## src/rtl/sha_pkg.sv

```systemverilog
// Shared SHA-256 types and constants used by the padder, message scheduler
// and round engine.
package sha_pkg;

  typedef logic [31:0] word_t;

  localparam int         WORDS_PER_BLK = 16;
  localparam logic [7:0] PAD_BYTE      = 8'h80;

  typedef enum logic [2:0] {
    ST_IDLE,
    ST_ABSORB,
    ST_PAD,
    ST_ZERO,
    ST_LEN_HI,
    ST_LEN_LO
  } pad_state_t;

endpackage

```

## src/rtl/sha_byte_packer.sv

```systemverilog
// Big-endian byte lane insertion for the SHA padder: places an incoming byte
// or the 0x80 pad marker at byte position pos of the partial word.
module sha_byte_packer
  import sha_pkg::*;
(
  input  word_t      partial,
  input  logic [1:0] pos,
  input  logic [7:0] data,
  output word_t      word_ins,
  output word_t      word_pad,
  output logic       word_full
);

  // Position 0 is the most significant lane; lanes after the pad marker are zeroed.
  for (genvar gi = 0; gi < 4; gi++) begin : g_lane
    localparam logic [1:0] LANE_POS = 2'(3 - gi);

    assign word_ins[gi*8 +: 8] = (pos == LANE_POS) ? data : partial[gi*8 +: 8];
    assign word_pad[gi*8 +: 8] = (pos == LANE_POS) ? PAD_BYTE :
                                 (LANE_POS < pos)  ? partial[gi*8 +: 8] : 8'h00;
  end

  assign word_full = (pos == 2'd3);

endmodule

```

## src/rtl/sha_msg_padder.sv

```systemverilog
// SHA-256 message padder: packs a byte stream into 32-bit words and appends
// 0x80, zero fill and the 64-bit bit length. Optional SHA_PAD_LEN_OVF_EN adds len_ovf.
module sha_msg_padder
  import sha_pkg::*;
#(
  parameter int LEN_W = 64
) (
  input  logic        clk,
  input  logic        rst,
  input  logic [7:0]  in_data,
  input  logic        in_vld,
  input  logic        in_last,
  input  logic        in_msg_empty,
  output logic        in_rdy,
  input  logic        blk_rdy,
  output logic [31:0] M_o,
  output logic        M_dv,
  output logic        blk_first,
  output logic        blk_last,
`ifdef SHA_PAD_LEN_OVF_EN
  output logic        len_ovf,
`endif
  output logic        msg_done
);

  localparam logic [3:0] WIDX_LAST = 4'(WORDS_PER_BLK - 1);
  localparam logic [3:0] WIDX_LEN  = 4'(WORDS_PER_BLK - 2);

  pad_state_t       state_reg;
  logic [1:0]       pos_reg;
  logic [3:0]       widx_reg;
  word_t            part_reg;
  logic [LEN_W-1:0] len_reg;
  logic             armed_reg;

  word_t            m_o_reg;
  logic             m_dv_reg;
  logic             blk_first_reg;
  logic             blk_last_reg;
  logic             msg_done_reg;

  word_t            word_ins;
  word_t            word_pad;
  logic             word_full;
  logic             accept;
  logic             at_blk_start;
  logic             gate_ok;
  logic             emit;
  word_t            emit_word;
  logic [3:0]       widx_next;
  logic [LEN_W-1:0] len_next;
  logic [63:0]      len_ext;

  sha_byte_packer u_packer (
    .partial   (part_reg),
    .pos       (pos_reg),
    .data      (in_data),
    .word_ins  (word_ins),
    .word_pad  (word_pad),
    .word_full (word_full)
  );

`ifdef SHA_PAD_LEN_OVF_EN
  logic [LEN_W:0] len_sum;
  logic           len_wrap;
  logic           len_ovf_reg;

  assign len_sum  = {1'b0, len_reg} + (LEN_W+1)'(8);
  assign len_wrap = len_sum[LEN_W];
  assign len_next = len_wrap ? '1 : len_sum[LEN_W-1:0];
  assign len_ovf  = len_ovf_reg;
`else
  assign len_next = len_reg + LEN_W'(8);
`endif

  assign len_ext      = 64'(len_reg);
  assign widx_next    = widx_reg + 4'd1;
  assign at_blk_start = (pos_reg == 2'd0) && (widx_reg == 4'd0);
  // Word 0 of every block waits for the downstream block-ready.
  assign gate_ok      = (widx_reg != 4'd0) || blk_rdy;
  assign accept       = in_vld && in_rdy;

  // armed_reg keeps in_rdy low for the first cycle out of reset.
  always_comb begin
    in_rdy = 1'b0;
    if (armed_reg) begin
      case (state_reg)
        ST_IDLE:   in_rdy = blk_rdy;
        ST_ABSORB: in_rdy = !at_blk_start || blk_rdy;
        default:   in_rdy = 1'b0;
      endcase
    end
  end

  always_comb begin
    emit      = 1'b0;
    emit_word = '0;
    case (state_reg)
      ST_ABSORB: if (accept && word_full) begin
        emit      = 1'b1;
        emit_word = word_ins;
      end
      ST_PAD: if (gate_ok) begin
        emit      = 1'b1;
        emit_word = word_pad;
      end
      ST_ZERO: if (gate_ok) begin
        emit      = 1'b1;
        emit_word = '0;
      end
      ST_LEN_HI: begin
        emit      = 1'b1;
        emit_word = len_ext[63:32];
      end
      ST_LEN_LO: begin
        emit      = 1'b1;
        emit_word = len_ext[31:0];
      end
      default: emit = 1'b0;
    endcase
  end

  always_ff @(posedge clk) begin
    if (rst) begin
      state_reg     <= ST_IDLE;
      pos_reg       <= 2'd0;
      widx_reg      <= 4'd0;
      part_reg      <= '0;
      len_reg       <= '0;
      armed_reg     <= 1'b0;
      m_o_reg       <= '0;
      m_dv_reg      <= 1'b0;
      blk_first_reg <= 1'b0;
      blk_last_reg  <= 1'b0;
      msg_done_reg  <= 1'b0;
`ifdef SHA_PAD_LEN_OVF_EN
      len_ovf_reg   <= 1'b0;
`endif
    end else begin
      armed_reg     <= 1'b1;
      m_dv_reg      <= emit;
      blk_first_reg <= emit && (widx_reg == 4'd0);
      blk_last_reg  <= emit && (widx_reg == WIDX_LAST);
      msg_done_reg  <= emit && (state_reg == ST_LEN_LO);
      if (emit) begin
        m_o_reg  <= emit_word;
        widx_reg <= widx_next;
      end

      case (state_reg)
        ST_IDLE: if (accept) begin
`ifdef SHA_PAD_LEN_OVF_EN
          len_ovf_reg <= 1'b0;
`endif
          if (in_msg_empty) begin
            state_reg <= ST_PAD;
          end else begin
            part_reg  <= word_ins;
            pos_reg   <= pos_reg + 2'd1;
            len_reg   <= len_next;
            state_reg <= in_last ? ST_PAD : ST_ABSORB;
          end
        end
        ST_ABSORB: if (accept) begin
          part_reg <= word_full ? '0 : word_ins;
          pos_reg  <= pos_reg + 2'd1;
          len_reg  <= len_next;
`ifdef SHA_PAD_LEN_OVF_EN
          if (len_wrap) len_ovf_reg <= 1'b1;
`endif
          if (in_last) state_reg <= ST_PAD;
        end
        ST_PAD: if (emit) begin
          part_reg  <= '0;
          pos_reg   <= 2'd0;
          state_reg <= (widx_next == WIDX_LEN) ? ST_LEN_HI : ST_ZERO;
        end
        ST_ZERO: if (emit && (widx_next == WIDX_LEN)) state_reg <= ST_LEN_HI;
        ST_LEN_HI: state_reg <= ST_LEN_LO;
        ST_LEN_LO: begin
          state_reg <= ST_IDLE;
          len_reg   <= '0;
        end
        default: state_reg <= ST_IDLE;
      endcase
    end
  end

  assign M_o       = m_o_reg;
  assign M_dv      = m_dv_reg;
  assign blk_first = blk_first_reg;
  assign blk_last  = blk_last_reg;
  assign msg_done  = msg_done_reg;

endmodule

```

## config.mk

```make
export PLATFORM = sky130hd
export DESIGN_NAME = sha_msg_padder
export DESIGN_NICKNAME = d
export VERILOG_FILES = /design/src/rtl/sha_pkg.sv /design/src/rtl/sha_byte_packer.sv /design/src/rtl/sha_msg_padder.sv
export SDC_FILE = /design/constraint.sdc
export NUM_CORES = 1
export LEC_CHECK = 0
export CAP_MARGIN = 20
export CORE_MARGIN = 2
export CORE_UTILIZATION = 49
export CTS_CLUSTER_SIZE = 28
export DETAILED_ROUTE_END_ITERATION = 8
export PLACE_DENSITY = 0.77
export SYNTH_ARGS = -nofsm -noshare
export SYNTH_HDL_FRONTEND = slang
export SYNTH_HIERARCHICAL = 1
export SYNTH_SLANG_ARGS = --single-unit
export TNS_END_PERCENT = 10
```

## constraint.sdc

```tcl
create_clock -name clk -period 3 [get_ports clk]
set_input_delay 0.45 -clock clk [delete_from_list [all_inputs] [get_ports clk]]
set_output_delay 0.45 -clock clk [all_outputs]
set_load 0.1 [all_outputs]
```

==> results.sh, run 1 <==
export IMPL_cts_buffers=17
export IMPL_synth_compound_area_share_pct=20.1
export IMPL_crit_chain="nand4_1 > nor4_4 > or3b_1 > buf_4 > or4_1 > a21oi_1"
export IMPL_synth_top_area_share_pct=38.0
export IMPL_largest_register_ffs=61
export IMPL_cts_tree="done"
export IMPL_synth_area_top_cells="dfxtp_1 38%, nand2_1 4.9%, a222oi_1 4.4%"
export IMPL_grt_max_degree=51
export IMPL_leakagePower_nw=2.88
export IMPL_drt_initial_drc_count=759
export IMPL_maxSlewViolCount=0
export IMPL_synth_xor_area_share_pct=2.51
export IMPL_rrSetupSlack_ps=370
export IMPL_path_clk_slew_ps=60
export IMPL_overflow=0
export IMPL_cp_data_required_time_ps=3350
export IMPL_synth_simple_gate_area_share_pct=26.8
export IMPL_setup_viol=0
export IMPL_synth_top_area_cell="dfxtp_1"
export IMPL_cts_htree_levels=4
export IMPL_post_cts_setup_buffer_count=0
export IMPL_wire_per_inst_um=19.3
export IMPL_synth_ff_type="dfxtp_1"
export IMPL_utilization_pct=58.6
export IMPL_gp_congestion=0.912
export IMPL_synthCells=837
export IMPL_drc_errors=0
export IMPL_worstHoldStart="M_o[8]"
export IMPL_grt_antenna_before_repair=0
export IMPL_dpl_hpwl_um=14100
export IMPL_startpoint_type="register"
export IMPL_cp_data_arrival_time_ps=2990
export IMPL_synth_top_family_by_area="simple AND/OR/NAND/NOR gates"
export IMPL_worst_slew_pin_slew_ps=779
export IMPL_whs_ps=464
export IMPL_period_needed_ps=2630
export IMPL_async_flop_share_pct=0
export IMPL_fin_skew_ps=10.4
export IMPL_drt_pass1_iter_count=8
export IMPL_cp_depth=6
export IMPL_yosysSeqAreaShare_pct=38.0
export IMPL_grt_pass1_vias=6267
export IMPL_ctsResizeCount=0
export IMPL_startpoint="len_ext[19]"
export IMPL_synthMuxAreaShare_pct=5.87
export IMPL_holdBufCountCts=0
export IMPL_max_cap_viol_count=0
export IMPL_ant_nets=0
export IMPL_diodes=0
export IMPL_syn_cell_area_mm2=0.00733
export IMPL_setup_worst_path_end_class="register"
export IMPL_clock_path_buffers=2
export IMPL_die_h_um=126
export IMPL_core_mm2=0.0146
export IMPL_hold_violations=0
export IMPL_grt_pass1_wl_um=33200
export IMPL_rows=44
export IMPL_rsz0062_at_grt="false"
export IMPL_crit_slowest_cell="nor4_4"
export IMPL_synth_warnings=6
export IMPL_crit_fanout=18
export IMPL_setup_tns_ps=0
export IMPL_cts_num_sinks=139
export IMPL_min_path_cells=2
export IMPL_insertion_delay_ps=420
export IMPL_synth_adder_area_share_pct=0.854
export IMPL_die_area_mm2=0.0160
export IMPL_die_w_um=126
export IMPL_synth_distinct_cells=68
export IMPL_synth_edf_count=0
export IMPL_critPathBufInv=1
export IMPL_routed_via_count=6797
export IMPL_grt_use_total_pct=26.0
export IMPL_ir_drop_v=0.000344
export IMPL_nets=894
export IMPL_fmax_ghz=0.380
export IMPL_clockRootBuffer="clkbuf_16"
export IMPL_fill_cells=1247
export IMPL_drive_gt1_share_pct=22.5
export IMPL_wirelength_um=20700
export IMPL_initial_core_util_pct=50.2
export IMPL_crit_path_max_incr_delay_ps=600
export IMPL_status="complete, no violations"
export IMPL_p_per_area_mw_per_mm2=481
export IMPL_synth_area_per_cell_um2=8.76
export IMPL_io_pins=51
export IMPL_r2r_cells=6
export IMPL_cp_top_family="simple AND/OR/NAND/NOR gates"
export IMPL_via_per_inst=6.34
export IMPL_worstReg2RegStart="len_ext[19]"
export IMPL_path_class="reg -> reg"
export IMPL_portBuffers=50
export IMPL_hp_class="reg -> reg"
export IMPL_synth_seq_cells=139
export IMPL_syn_to_final_growth_pct=16.6
export IMPL_final_period_utilization_pct=87.7
export IMPL_relSlewSlack_pct=48.0
[per-stage QoR]
stage	instances	power [mW]	worst slack (ps)	instance area [um^2]
after floorplan	843	2.04	122	7350
after global placement	1040	2.12	190	7980
after detailed placement	1040	2.12	122	7980
after CTS	1072	4.13	418	8550
after global routing	1072	4.22	243	8550
final	1072	4.11	369	8550
[worst paths after layout]
check	endpoint
worst min-delay path	M_o[8]
worst min register to register	M_o[8]
worst max register to register	len_ext[61]
worst max-delay path	len_ext[61]
[per-layer routing]
metal / share of wire, % / GRT usage (%)
met4: 4.0 / 13.4
met2: 46 / 41.4
met5: 0 / 0
met1: 43 / 34.3
met3: 7.3 / 3.84
[layout make-up]
cell class | count | area (um^2) | area share, %
inverters | 16 | 60.1 | 0.703
flip-flops and latches | 139 | 2780 | 32.6
clock buffers | 26 | 509 | 5.96
clock inverters | 6 | 60.1 | 0.703
multi-input cells | 616 | 4200 | 49.2
well taps | 184 | 230 | 2.69
repair buffers | 85 | 703 | 8.23
[cell usage in the layout (no fill, tap or decap), types with 27 or more instances in the layout]
cell        n
a21oi_1    45
a222oi_1   32
a31o_2     32
a31oi_1    30
buf_4      69
dfxtp_1   139
nand2_1    96
nor2_1     39
nor3b_1    33
o31ai_1    27
[cell usage after synthesis, types with 20 or more instances]
library cell	instances
a31o_2	32
or4_1	24
a21oi_1	46
nand4_1	24
clkbuf_1	40
o31ai_1	27
a31oi_1	30
a222oi_1	32
dfxtp_1	139
mux2_2	24
nor2_1	42
xnor2_1	20
nand2_1	96
nor3b_1	33
[cell families after synthesis]
| kind of cell | count (synthesis) |
|---|---|
| fa+ha+maj | 5 |
| simple gates | 345 |
| flops | 139 |
| other cells | 1 |
| compound gates | 202 |
| buf+inv | 88 |
| mux | 36 |
| xor+xnor | 21 |
[power breakdown]
part,switching (mW),total (mW),leakage [nW],internal [mW]
logic,0.148,0.220,1.48,0.0724
registers,0.00961,1.87,1.12,1.86
clock network,0.779,2.02,0.276,1.25
total,0.936,4.11,2.88,3.17
[worst reg2reg max path, cell delays in order (launching register included)]
cell     delay, ps
dfxtp_1        430
nand4_1        250
nor4_4         600
or3b_1         410
buf_4          200
or4_1          510
a21oi_1        150
(Power assumes the default switching activity.)
==> run 2: changes to the inputs <==
- CORE_MARGIN: 2 -> default
- CORE_UTILIZATION: 49 -> 55
- PLACE_DENSITY: 0.77 -> 0.84
==> run 2 against run 1 <==
Compared with the run above: the flow now finishes with violations (design-rule violations); critical path depth rose by 3; routed wire length fell by 0.53%; combinational power rose by 2%; hold slack got worse by 10 ps; cell count shrank 1.1%; sequential power about the same; die area is 14% lower; core utilization increased by 8.5 points; count of clock-buffer cells in the layout fell by 3; highest routed layer unchanged.
==> results.sh, run 2 (same netlist as run 1, synthesis figures left out) <==
export IMPL_status="finished, violations left"
export IMPL_failed_checks="design-rule violations"
export IMPL_final_area_mm2=0.00860
export IMPL_cts_htree_levels=4
export IMPL_holdBufCountCts=0
export IMPL_grt_pass1_vias=6407
export IMPL_cp_data_required_time_ps=3360
export IMPL_cp_data_arrival_time_ps=3120
export IMPL_ir_drop_v=0.000467
export IMPL_core_mm2=0.0128
export IMPL_cts_tree="done"
export IMPL_ctsResizeCount=0
export IMPL_gr_max_usage_layer="met2"
export IMPL_gp_congestion=0.912
export IMPL_wirelength_um=20600
export IMPL_worstReg2RegStart="pos_reg[0]"
export IMPL_min_path_cells=2
export IMPL_maxSlewViolCount=0
export IMPL_max_cap_viol_count=0
export IMPL_drive_gt1_share_pct=22.6
export IMPL_cts_buffers=17
export IMPL_io_pins=51
export IMPL_dpl_instance_area_mm2=0.00798
export IMPL_drt_pass1_iter_count=9
export IMPL_die_area_mm2=0.0138
export IMPL_ant_nets=0
export IMPL_crit_fanout=36
export IMPL_setup_tns_ps=0
export IMPL_power_total_mw=4.30
export IMPL_grtUsageMet2_pct=47.6
export IMPL_grt_antenna_before_repair=0
export IMPL_rrSetupSlack_ps=250
export IMPL_path_class="reg -> reg"
export IMPL_final_period_utilization_pct=91.8
export IMPL_worst_slew_pin_slew_ps=803
export IMPL_hold_violations=0
export IMPL_hp_class="reg -> reg"
export IMPL_grt_max_degree=39
export IMPL_path_clk_slew_ps=60
export IMPL_worstHoldStart="M_o[2]"
export IMPL_dpl_hpwl_um=13900
export IMPL_startpoint_type="register"
export IMPL_setup_viol=0
export IMPL_holdPathEnd="M_o[2]"
export IMPL_grt_use_met3_pct=5.84
export IMPL_final_cell_mix="139 x dfxtp_1, 96 x nand2_1, 69 x buf_4"
export IMPL_met1_usage_pct=39.1
export IMPL_period_needed_ps=2750
export IMPL_p_per_area_mw_per_mm2=500
export IMPL_initial_core_util_pct=57.1
export IMPL_syn_to_final_growth_pct=17.4
export IMPL_drc_errors=4
export IMPL_portBuffers=50
export IMPL_grt_use_total_pct=30.0
export IMPL_diodes=0
export IMPL_fin_skew_ps=9.71
export IMPL_clockRootBuffer="clkbuf_16"
export IMPL_rsz0062_at_grt="false"
export IMPL_fill_cells=1011
export IMPL_die_w_um=117
export IMPL_drt_initial_drc_count=892
export IMPL_via_per_inst=6.58
export IMPL_utilization_pct=67.1
export IMPL_r2r_end="part_reg[2]"
export IMPL_routed_via_count=6976
export IMPL_grt_pass1_wl_um=33000
export IMPL_cts_num_sinks=139
export IMPL_rows=41
export IMPL_final_common_cell="dfxtp_1"
export IMPL_wire_per_inst_um=19.4
export IMPL_leakagePower_nw=2.93
export IMPL_nets=895
export IMPL_clock_path_buffers=2
export IMPL_fmax_ghz=0.363
export IMPL_post_cts_setup_buffer_count=0
export IMPL_insertion_delay_ps=420
export IMPL_relSlewSlack_pct=46.5
export IMPL_largest_register_ffs=61
export IMPL_setup_worst_path_end_class="register"
export IMPL_r2r_cells=9
export IMPL_die_h_um=117
export IMPL_overflow=0
## run 2: worst max path at each step
stage | cells after the start | slack (ps) | startpoint | endpoint
floorplan | 5 | 120 | widx_reg[0] | in_rdy
global placement | 8 | 190 | blk_rdy | part_reg[27]
detailed placement | 8 | 140 | blk_rdy | part_reg[2]
CTS | 9 | 280 | pos_reg[0] | part_reg[2]
global route | 9 | 150 | pos_reg[0] | part_reg[20]
finish | 9 | 250 | pos_reg[0] | part_reg[2]
## run 2: worst max-delay path: stages, from the launching register on
cell       delay [ps]
dfxtp_1           310
inv_1              80
ha_1              310
or4b_2            620
o2bb2ai_1         320
buf_4             260
o32ai_4            90
buf_4             290
nor3b_1           280
a31o_2            140
## run 2: through the flow
step | hold slack (ps) | cells | setup slack (ps)
3_3_place_gp | 446 | 1029 | 194
2_1_floorplan | 451 | 843 | 122
6_report | 454 | 1060 | 246
5_1_grt | 448 | 1060 | 152
4_1_cts | 435 | 1060 | 282
3_5_place_dp | 447 | 1029 | 140
## run 2: per-layer routing
layer  share of wire [%]  vias to the layer above
li1                    -                     3235
met5                   0                        -
met4                 3.6                        0
met2                  47                      333
met1                  43                     3350
met3                 7.0                       58
## run 2: final cells by class
class	count	area (um^2)	share of cell area, %
Clock buffer	23	478	5.56
Clock inverter	8	140	1.63
Inverter	16	60.1	0.698
Multi-Input combinational cell	616	4200	48.9
Sequential cell	139	2780	32.3
Tap cell	172	215	2.50
Timing Repair Buffer	86	723	8.41
## run 2: report_power, final
part	internal (mW)	switching (mW)
clock network	1.45	0.763
registers	1.86	0.00932
logic	0.0738	0.151
total	3.38	0.922
==> run 3: changes to the inputs <==
- CAP_MARGIN: 20 -> 5
- CTS_CLUSTER_SIZE: 28 -> 10
==> results of run 3 <==
Final layout, timing and power as in run 2 (identical DEF).
